$ cat src/rtl/imem_pkg.sv
// Shared types and the default-program generator for the instruction memory loader.
package imem_pkg;

  typedef enum logic [1:0] {
    RESTORE,
    IDLE,
    HOLD
  } state_t;

  // Word i of the default program: low (i+1) bits plus the top three bits, clipped to data_w.
  function automatic logic [31:0] default_word(input int i, input int data_w);
    logic [31:0] w;
    w = '0;
    for (int b = 0; b < 32; b++) begin
      if (b < data_w && (b <= i || b >= data_w - 3)) begin
        w[b] = 1'b1;
      end
    end
    return w;
  endfunction

endpackage

$ cat src/rtl/load_edge_detect.sv
// Rising-edge detector for the debounced load button.
module load_edge_detect (
  input  logic CLK,
  input  logic reset_n,
  input  logic in,
  output logic rise
);

  logic prev;

  // The sample resets high so that a button held through reset cannot produce a write.
  always_ff @(posedge CLK or negedge reset_n) begin
    if (!reset_n) begin
      prev <= 1'b1;
    end else begin
      prev <= in;
    end
  end

  assign rise = in & ~prev;

endmodule

$ cat src/rtl/instr_mem_loader_p.sv
// Instruction memory loaded from switches one word per button press,
// with a restorable default program and a registered read port.
module instr_mem_loader_p
  import imem_pkg::*;
#(
  parameter int DATA_W = 12,
  parameter int DEPTH  = 8,
  parameter int WRAP   = 0,
  parameter int ADDR_W = $clog2(DEPTH)
) (
  input  logic              CLK,
  input  logic              reset_n,
  input  logic              load_req,
  input  logic [DATA_W-1:0] load_data,
  input  logic              restore_req,
  input  logic [ADDR_W-1:0] rd_addr,
  output logic [DATA_W-1:0] rd_data,
  output logic [ADDR_W-1:0] wr_ptr,
  output logic              full,
  output logic              busy
);

  localparam logic [ADDR_W-1:0] LAST = ADDR_W'(DEPTH - 1);

  logic [DATA_W-1:0] mem [DEPTH];
  state_t            state;
  logic [ADDR_W-1:0] rst_idx;
  logic              load_rise;
  logic              mem_we;
  logic [ADDR_W-1:0] mem_addr;
  logic [DATA_W-1:0] mem_wdata;

  load_edge_detect u_edge (
    .CLK     (CLK),
    .reset_n (reset_n),
    .in      (load_req),
    .rise    (load_rise)
  );

  // A pending restore request suppresses every write, including a coincident load edge.
  always_comb begin
    mem_we    = 1'b0;
    mem_addr  = '0;
    mem_wdata = '0;
    if (!restore_req) begin
      if (state == RESTORE) begin
        mem_we    = 1'b1;
        mem_addr  = rst_idx;
        mem_wdata = DATA_W'(default_word(int'(rst_idx), DATA_W));
      end else if (state == IDLE && load_rise && !full) begin
        mem_we    = 1'b1;
        mem_addr  = wr_ptr;
        mem_wdata = load_data;
      end
    end
  end

  always_ff @(posedge CLK or negedge reset_n) begin
    if (!reset_n) begin
      state   <= RESTORE;
      rst_idx <= '0;
      wr_ptr  <= '0;
      full    <= 1'b0;
      busy    <= 1'b1;
    end else if (restore_req) begin
      state   <= RESTORE;
      rst_idx <= '0;
      wr_ptr  <= '0;
      full    <= 1'b0;
      busy    <= 1'b1;
    end else begin
      case (state)
        RESTORE: begin
          if (rst_idx == LAST) begin
            state   <= IDLE;
            busy    <= 1'b0;
            rst_idx <= '0;
          end else begin
            rst_idx <= rst_idx + 1'b1;
          end
        end
        IDLE: begin
          if (load_rise && !full) begin
            state <= HOLD;
            // Without wrap the pointer parks on the last word and full blocks further loads.
            if (wr_ptr == LAST) begin
              if (WRAP != 0) begin
                wr_ptr <= '0;
              end else begin
                full <= 1'b1;
              end
            end else begin
              wr_ptr <= wr_ptr + 1'b1;
            end
          end
        end
        HOLD: begin
          if (!load_req) begin
            state <= IDLE;
          end
        end
        default: begin
          state <= RESTORE;
        end
      endcase
    end
  end

  always_ff @(posedge CLK) begin
    if (mem_we) begin
      mem[mem_addr] <= mem_wdata;
    end
  end

  // Read-before-write: the same-cycle write is not visible until the following read.
  always_ff @(posedge CLK or negedge reset_n) begin
    if (!reset_n) begin
      rd_data <= '0;
    end else if (int'(rd_addr) < DEPTH) begin
      rd_data <= mem[rd_addr];
    end else begin
      rd_data <= '0;
    end
  end

endmodule

$ cat config.mk
export PLATFORM = sky130hd
export DESIGN_NAME = instr_mem_loader_p
export DESIGN_NICKNAME = d
export VERILOG_FILES = /design/src/rtl/imem_pkg.sv /design/src/rtl/load_edge_detect.sv /design/src/rtl/instr_mem_loader_p.sv
export SDC_FILE = /design/constraint.sdc
export NUM_CORES = 1
export LEC_CHECK = 0
export ABC_CLOCK_PERIOD_IN_PS = 3550
export BUFFER_PORTS_ARGS = -buffer_cell sky130_fd_sc_hd__clkbuf_2
export CAP_MARGIN = 5
export CORE_ASPECT_RATIO = 0.8
export CORE_UTILIZATION = 59
export DETAILED_ROUTE_END_ITERATION = 6
export GPL_TIMING_DRIVEN = 0
export PLACE_DENSITY = 0.86
export SYNTH_ARGS = -nofsm -noshare
export SYNTH_HDL_FRONTEND = slang
export SYNTH_SLANG_ARGS = --single-unit
$ cat constraint.sdc
create_clock -name CLK -period 3.55 [get_ports CLK]
set_clock_uncertainty 0.05 [all_clocks]
set_input_delay 0.5325 -clock CLK [delete_from_list [all_inputs] [get_ports CLK]]
set_output_delay 0.5325 -clock CLK [all_outputs]
set_load 0.02 [all_outputs]
==> results.md, run 1 <==
- Final setup margin: approximately 0.9 ns
- Ant diodes: 0
- Status: finished, violations left
- Post-DP HPWL: around 6.1 mm
- Area leader, netlist: edfxtp_1
- Critical path's slowest cell: nor3_2
- Post-route cell area: 5940 um^2
- Core area: 7980 um^2
- P&R area growth vs syn: 20.9%
- GR Overflow Total: 0
- Port Buffer Count: 32
- Peak fanout along the critical path: 10
- Worst-margin pin slew: around 1 ns
- Via count: 2713
- Worst min path class: in -> async
- Dpl cell area: 5300 um^2
- Register area share after synthesis: between 70% and 80%
- PwrDens: 603 nW/um^2
- TritonCTS clock tree: built
- RSZ-0062 raised after global routing: no
- CTS max path bufs: 2
- Critical path class: reg -> reg
- Post-synth EDFFs: 96
- Distinct cell type count after synthesis: 43
- WL/cell: 22.6 um
- Antenna Nets Post-Route: 0
- Static Leak: 2.18 nW
- Asr flop ratio synth: 19.3%
- Yosys warns: 0
- Max Slew Vio Count: 0
- Clock latency on the worst-skew pair: 0.52 ns
- Yosys top cell area share: 58.7%
- Die area: 8690 um^2
- Main combinational cell family by area after synthesis: multiplexers
- CTS Sinks: 119
- CTS clock-pin slew for the worst setup and hold paths: approximately 0.06 ns
- Largest net degree at the start of global routing: 24
- Via/cell ratio: 6.15
- Slew margin rel.: around 33%
- Worst EP required: 3.72 ns
- Failing checks: negative hold slack
- Setup slack after placement: 0.380 ns
- Critical path cell sequence: nor3b_2 > a41oi_1 > nor3_2 > buf_6
- # IOs: 36
- RePlAce Congestion: 0.885
- Total CTS buffers: 17
- Synth top area cells: edfxtp_1, mux4_1, dfrtp_1, mux2_2, ha_1
- Num rows: 29
- Final setup vio count: 0
- Compound-gate portion of the synthesized area: 4.95%
- Tmin final: 2.64 ns
- Vias in the first global route: 2731
- Ys flop type: edfxtp_1
- Iter 0 DRT Violations: 202
- Final TNS setup: 0 ns
- WL final: approximately 10 mm
- XOR/XNOR Fraction of Synth Area: 0%
- Share of cells above drive strength 1: around 32%
- Synthesized area per cell: about 19 um^2
- Syn Inst Count: 261
- Synth Area in Simple Gates: ~5.4%
- Critical Path AT: ~2.8 ns
- CP Buf/Inv Count: 1
- CP endpoint kind: flop
- Post-Syn Nets: around 290
- CP max stage delay: roughly 0.72 ns
- Total power: 3.58 mW
- Initial antenna violation count: 0
- Global-route wire length before repair: 15.4 mm
- CP top delay family: simple AND/OR/NAND/NOR gates
- Most common cell in the netlist: edfxtp_1
- Multi-input gate area: 1380 um^2
- Final Hold Viols: 1
- Drt pass-1 iters: 5
- Resized Gates After CTS: 0
- Period utilisation layout: between 70 and 80%
- Commonest cells in the netlist: edfxtp_1, dfrtp_1, mux4_1
- Nets@finish: 345
- GRT Resource Usage Total: 25.2%
- Max cap viols: 0
- Die Span X: 104 um
- Die Height: around 84 um
- # fillers: around 460
- Adder-cell area share of the yosys netlist: 1.53%
- Hold Buf Count CTS: 0
- F_max: approximately 380 MHz
- Maximum VDD drop: approximately 0.44 mV
- CTS HTree Levels: 4
- FF/Latch Area: 3460 um^2
- #FFs+latches synth: 119
- Final hold slack: -0.00374 ns
- Mux share of post-synthesis cell area: ~16%
- Cell Area, Synth: between 4000 and 5000 um^2
- Post-CTS setup buffer count: 0
- DR DRC count: 0
- Clk root buf: clkbuf_8
- Startpoint types: flop
- Starting Density: 61.5%
kinds of logic (layout without fill, tap and decap cells):
| family | count (synthesis) | in the layout |
|---|---|---|
| muxes | 37 | 37 |
| DFF | 119 | 119 |
| and+or+nand+nor | 47 | 47 |
| buffers and inverters | 19 | 91 |
| adders and majority gates | 6 | 6 |
| AOI/OAI and AO/OA | 33 | 33 |
placed cells by master (no fill, tap or decap), types with 3 or more instances in the layout:
master / instances
bufinv_16: 4
nand2_1: 9
buf_2: 5
clkbuf_8: 4
edfxtp_1: 96
buf_6: 10
o21a_1: 4
o2bb2ai_1: 3
clkbuf_2: 32
mux4_2: 3
clkbuf_16: 16
a21oi_1: 8
nor3_2: 4
dfrtp_1: 21
clkinv_2: 4
mux4_1: 21
a41oi_1: 3
clkbuf_1: 9
mux2_2: 13
nor3b_2: 3
inv_1: 4
nor2_1: 11
o21ai_0: 4
ha_1: 6
state kept, by name, indices dropped and copies added, names as in the netlist:
register and count:
state 2, rst_idx 3, mem 96, rd_data 12
wr_ptr 3, u_edge.prev 1, full 1, busy 1
stage by stage:
stage                     util [%]  instances
final                         74.4        441
after global routing          74.4        441
after CTS                     74.1        439
after detailed placement      66.4        407
after global placement        65.2        401
after floorplan                  -        261
worst paths after layout:
path                       cells after the start  slack, ns      from          end
max                                            4       0.91      full    mem[7][2]
min                                            1     -0.004   reset_n   rd_data[7]
max reg2reg                                    4       0.91      full    mem[7][2]
min reg2reg                                    1       0.46      busy         busy
max in group asynchronous                      1       2.99   reset_n   rst_idx[1]
min in group CLK                               1       0.10  load_req  u_edge.prev
area by class of cell:
cell class                      instances  share of cell area [%]
Timing Repair Buffer                   40                    4.15
Tap cell                              108                    2.28
Multi-Input combinational cell        123                    23.2
Inverter                                4                   0.253
Sequential cell                       119                    58.3
Clock inverter                          9                    2.51
Clock buffer                           23                    7.86
Buffer                                 15                    1.43
power by group:
group          switching [mW]  internal (mW)  leakage, nW
sequential             0.0188           1.56         1.15
clock                   0.588           1.19        0.306
combinational           0.130         0.0884        0.727
total                   0.737           2.84         2.18
metal layers:
metal | vias to the layer above | global-route usage, % | wire [um]
met5 | - | 0 | 0
met4 | 0 | 10.5 | 138
met2 | 114 | 40.3 | 4810
li1 | 1193 | - | -
met1 | 1388 | 33.6 | 4430
met3 | 18 | 6.48 | 589
Note: power is estimated with default switching activity, not from simulation.
==> run 2, diff against run 1 <==
--- a/config.mk
+++ b/config.mk
@@ -5,7 +5,7 @@
 export SDC_FILE = /design/constraint.sdc
 export NUM_CORES = 1
 export LEC_CHECK = 0
-export ABC_CLOCK_PERIOD_IN_PS = 3550
+export ABC_CLOCK_PERIOD_IN_PS = 2600
 export BUFFER_PORTS_ARGS = -buffer_cell sky130_fd_sc_hd__clkbuf_2
 export CAP_MARGIN = 5
 export CORE_ASPECT_RATIO = 0.8
==> constraint.sdc (replaced) <==
create_clock -name CLK -period 2.6 [get_ports CLK]
set_clock_uncertainty 0.05 [all_clocks]
set_input_delay 0.39 -clock CLK [delete_from_list [all_inputs] [get_ports CLK]]
set_output_delay 0.39 -clock CLK [all_outputs]
set_load 0.02 [all_outputs]
==> results.md, run 2 (synthesized netlist as in run 1, its figures left out) <==
- GRT Resource Usage Total: 25.2% (unchanged)
- Initial antenna violation count: 0 (unchanged)
- Final setup vio count: 0 (unchanged)
- Critical path's slowest cell: nor3b_2
- R2R Path Start: state[1]
- Num rows: 29 (unchanged)
- Reg-to-reg endpoint: mem[5][6]
- Critical path class: reg -> reg
- CP top delay family: simple AND/OR/NAND/NOR gates
- DR DRC count: 0 (unchanged)
- Placed Instances: 407 (unchanged)
- Critical Path AT: 2.67 ns (-0.15 ns)
- Maximum VDD drop: 0.605 mV (+37%)
- Power share of the clock group: 49.5% (-0.2 points)
- Post-DP HPWL: 6.12 mm (unchanged)
- Tmin final: 2.50 ns (-0.144 ns)
- Die Span X: 104 um (unchanged)
- Worst EP required: 2.77 ns (-0.95 ns)
- Total power: 4.89 mW (+37%)
- WL final: 10.1 mm (+1.3%)
- Min-Delay Path Depth: 3
- Sequential Power Share: 44.2% (about the same)
- DR WL met3: 651 um (+11%)
- Static Leak: 2.21 nW (+1.2%)
- Largest net degree at the start of global routing: 24 (unchanged)
- Logic pwr share: 6.3% (+0.2 points)
- Met2 WL: 4.96 mm (+3.1%)
- Iter 0 DRT Violations: 203 (+0.50%)
- Peak fanout along the critical path: 10 (unchanged)
- Biggest regs: mem: 96 flops, rd_data: 12 flops
- Die area: 8690 um^2 (unchanged)
- Drt pass-1 iters: 4 (-1)
- Clock latency on the worst-skew pair: 0.51 ns (about the same)
- GR Overflow Total: 0 (unchanged)
- F_max: 400 MHz (+5.8%)
- # IOs: 36 (unchanged)
- Psw: 1.01 mW (+37%)
- Largest register FFs: 96 (unchanged)
- Switching Share: 20.6% (+0.027 points)
- Antenna Nets Post-Route: 0 (unchanged)
- CTS Sinks: 119 (unchanged)
- Ant diodes: 0 (unchanged)
- Startpoint types: flop
- CTS max path bufs: 2 (unchanged)
- CTS HTree Levels: 4 (unchanged)
- Total CTS buffers: 17 (unchanged)
- Worst-margin pin slew: 0.952 ns (-0.0505 ns)
- Period utilisation layout: 96.2% (+22 points)
- Pint: 3.88 mW (+37%)
- Via count: 2717 (+0.15%)
- CTS clock-pin slew for the worst setup and hold paths: 0.05 ns (about the same)
- Clk root buf: clkbuf_8
- Port Buffer Count: 32 (unchanged)
- CP endpoint kind: flop
- Uppermost layer routed: met4
- Most common cell after layout, fill and taps aside: edfxtp_1
- Hold_sp: load_req
- Dpl cell area: 5300 um^2 (unchanged)
- Starting Density: 61.5% (unchanged)
- Post-route cell area: 6000 um^2 (+1.0%)
- P&R area growth vs syn: 22.2%
- Status: completed
- Commonest cells after routing, fill and taps aside: edfxtp_1, clkbuf_2, mux4_1, dfrtp_1, clkbuf_16
- Global-route wire length before repair: 15.4 mm (unchanged)
- Core area: 7980 um^2 (unchanged)
- CP Buf/Inv Count: 2 (+1)
- CP max stage delay: 0.55 ns (-0.17 ns)
- Slew margin rel.: 36.1% (+3.4 points)
- RePlAce Congestion: 0.885 (unchanged)
- TritonCTS clock tree: built
- Share of cells above drive strength 1: 33.3% (+0.90 points)
- Critical path cell sequence: buf_2 > nor2_1 > a41oi_1 > nor3b_2 > buf_6
- Max cap viols: 0 (unchanged)
- Vias in the first global route: 2731 (unchanged)
- Die Height: 83.6 um (unchanged)
- Final core utilization: 75.1% (+0.77 points)
- Setup slack, reg-to-reg: 0.10 ns (-0.81 ns)
- Worst min path class: in -> reg
- WL/cell: 22.9 um (+1.3%)
- Worst reg-to-reg path cell count: 5 (+1)
- PwrDens: 816 nW/um^2 (+35%)
- Via/cell ratio: 6.16 (+0.15%)
- Hold Path End: state[1]
- Biggest register: mem
- Nets@finish: 345 (unchanged)
- M1 WL: 4.31 mm (-2.8%)
- Final Hold Viols: 0 (-1)
- Non-Filler Instances: 441 (unchanged)
- Final TNS setup: 0 ns (unchanged)
- Max Slew Vio Count: 0 (unchanged)
run 2: cell types whose count changed in the layout (fill, tap and decap cells not counted), sizes merged:
| cell | change |
|---|---|
| dlygate4sd3 | +2 |
| buf | -2 |
run 2: timing repair:
item / CTS / global route
hold buffers: 1 / 1
setup buffers: 0 / 0
setup endpoints to repair: 36 / 55
resized for setup: 2 / 9
gates cloned: 0 / 0
pin swaps: 0 / 1
endpoints found under the hold margin: 22 / 1
run 2: worst min-delay path: stages:
cell and delay (ns):
clkbuf_2 0.12, nand3b_1 0.09, a21oi_1 0.06
run 2: power by group through the flow:
stage,Sequential [mW],Combinational (mW),Clock [mW]
2_1_floorplan,2.21,0.166,0
3_3_place_gp,2.19,0.270,0
3_5_place_dp,2.20,0.289,0
4_1_cts,2.16,0.296,2.45
5_1_grt,2.16,0.332,2.53
6_report,2.16,0.310,2.42
run 2: worst max path at each step:
stage / from / to / slack (ns) / cells after the start
detailed placement: load_req / mem[0][10] / -0.43 / 4
global placement: load_req / mem[4][10] / -0.86 / 4
global route: state[1] / mem[3][7] / -0.04 / 5
finish: state[1] / mem[5][6] / 0.10 / 5
floorplan: full / mem[2][0] / 0.01 / 4
CTS: full / mem[7][5] / -0.04 / 4
run 2: layer usage:
layer / GRT usage [%] / up-vias
met1: 33.6 / 1379
met4: 10.5 / 0
met5: 0 / -
met3: 6.48 / 22
met2: 40.3 / 118
li1: - / 1198
run 2: through the flow:
step	setup WS, ns	hold WS (ns)
3_5_place_dp	-0.427	0.406
6_report	0.100	0.146
3_3_place_gp	-0.864	0.388
5_1_grt	-0.0442	0.133
2_1_floorplan	0.0122	0.0444
4_1_cts	-0.0412	-0.0573
run 2: cell type report:
type	instances	area (um^2)
flip-flops and latches	119	3460
fillers	454	1990
multi-input cells	123	1440
clock buffers	23	467
repair buffers	40	248
clock inverters	9	149
well taps	108	135
plain buffers	15	85.1
inverters	4	15.0
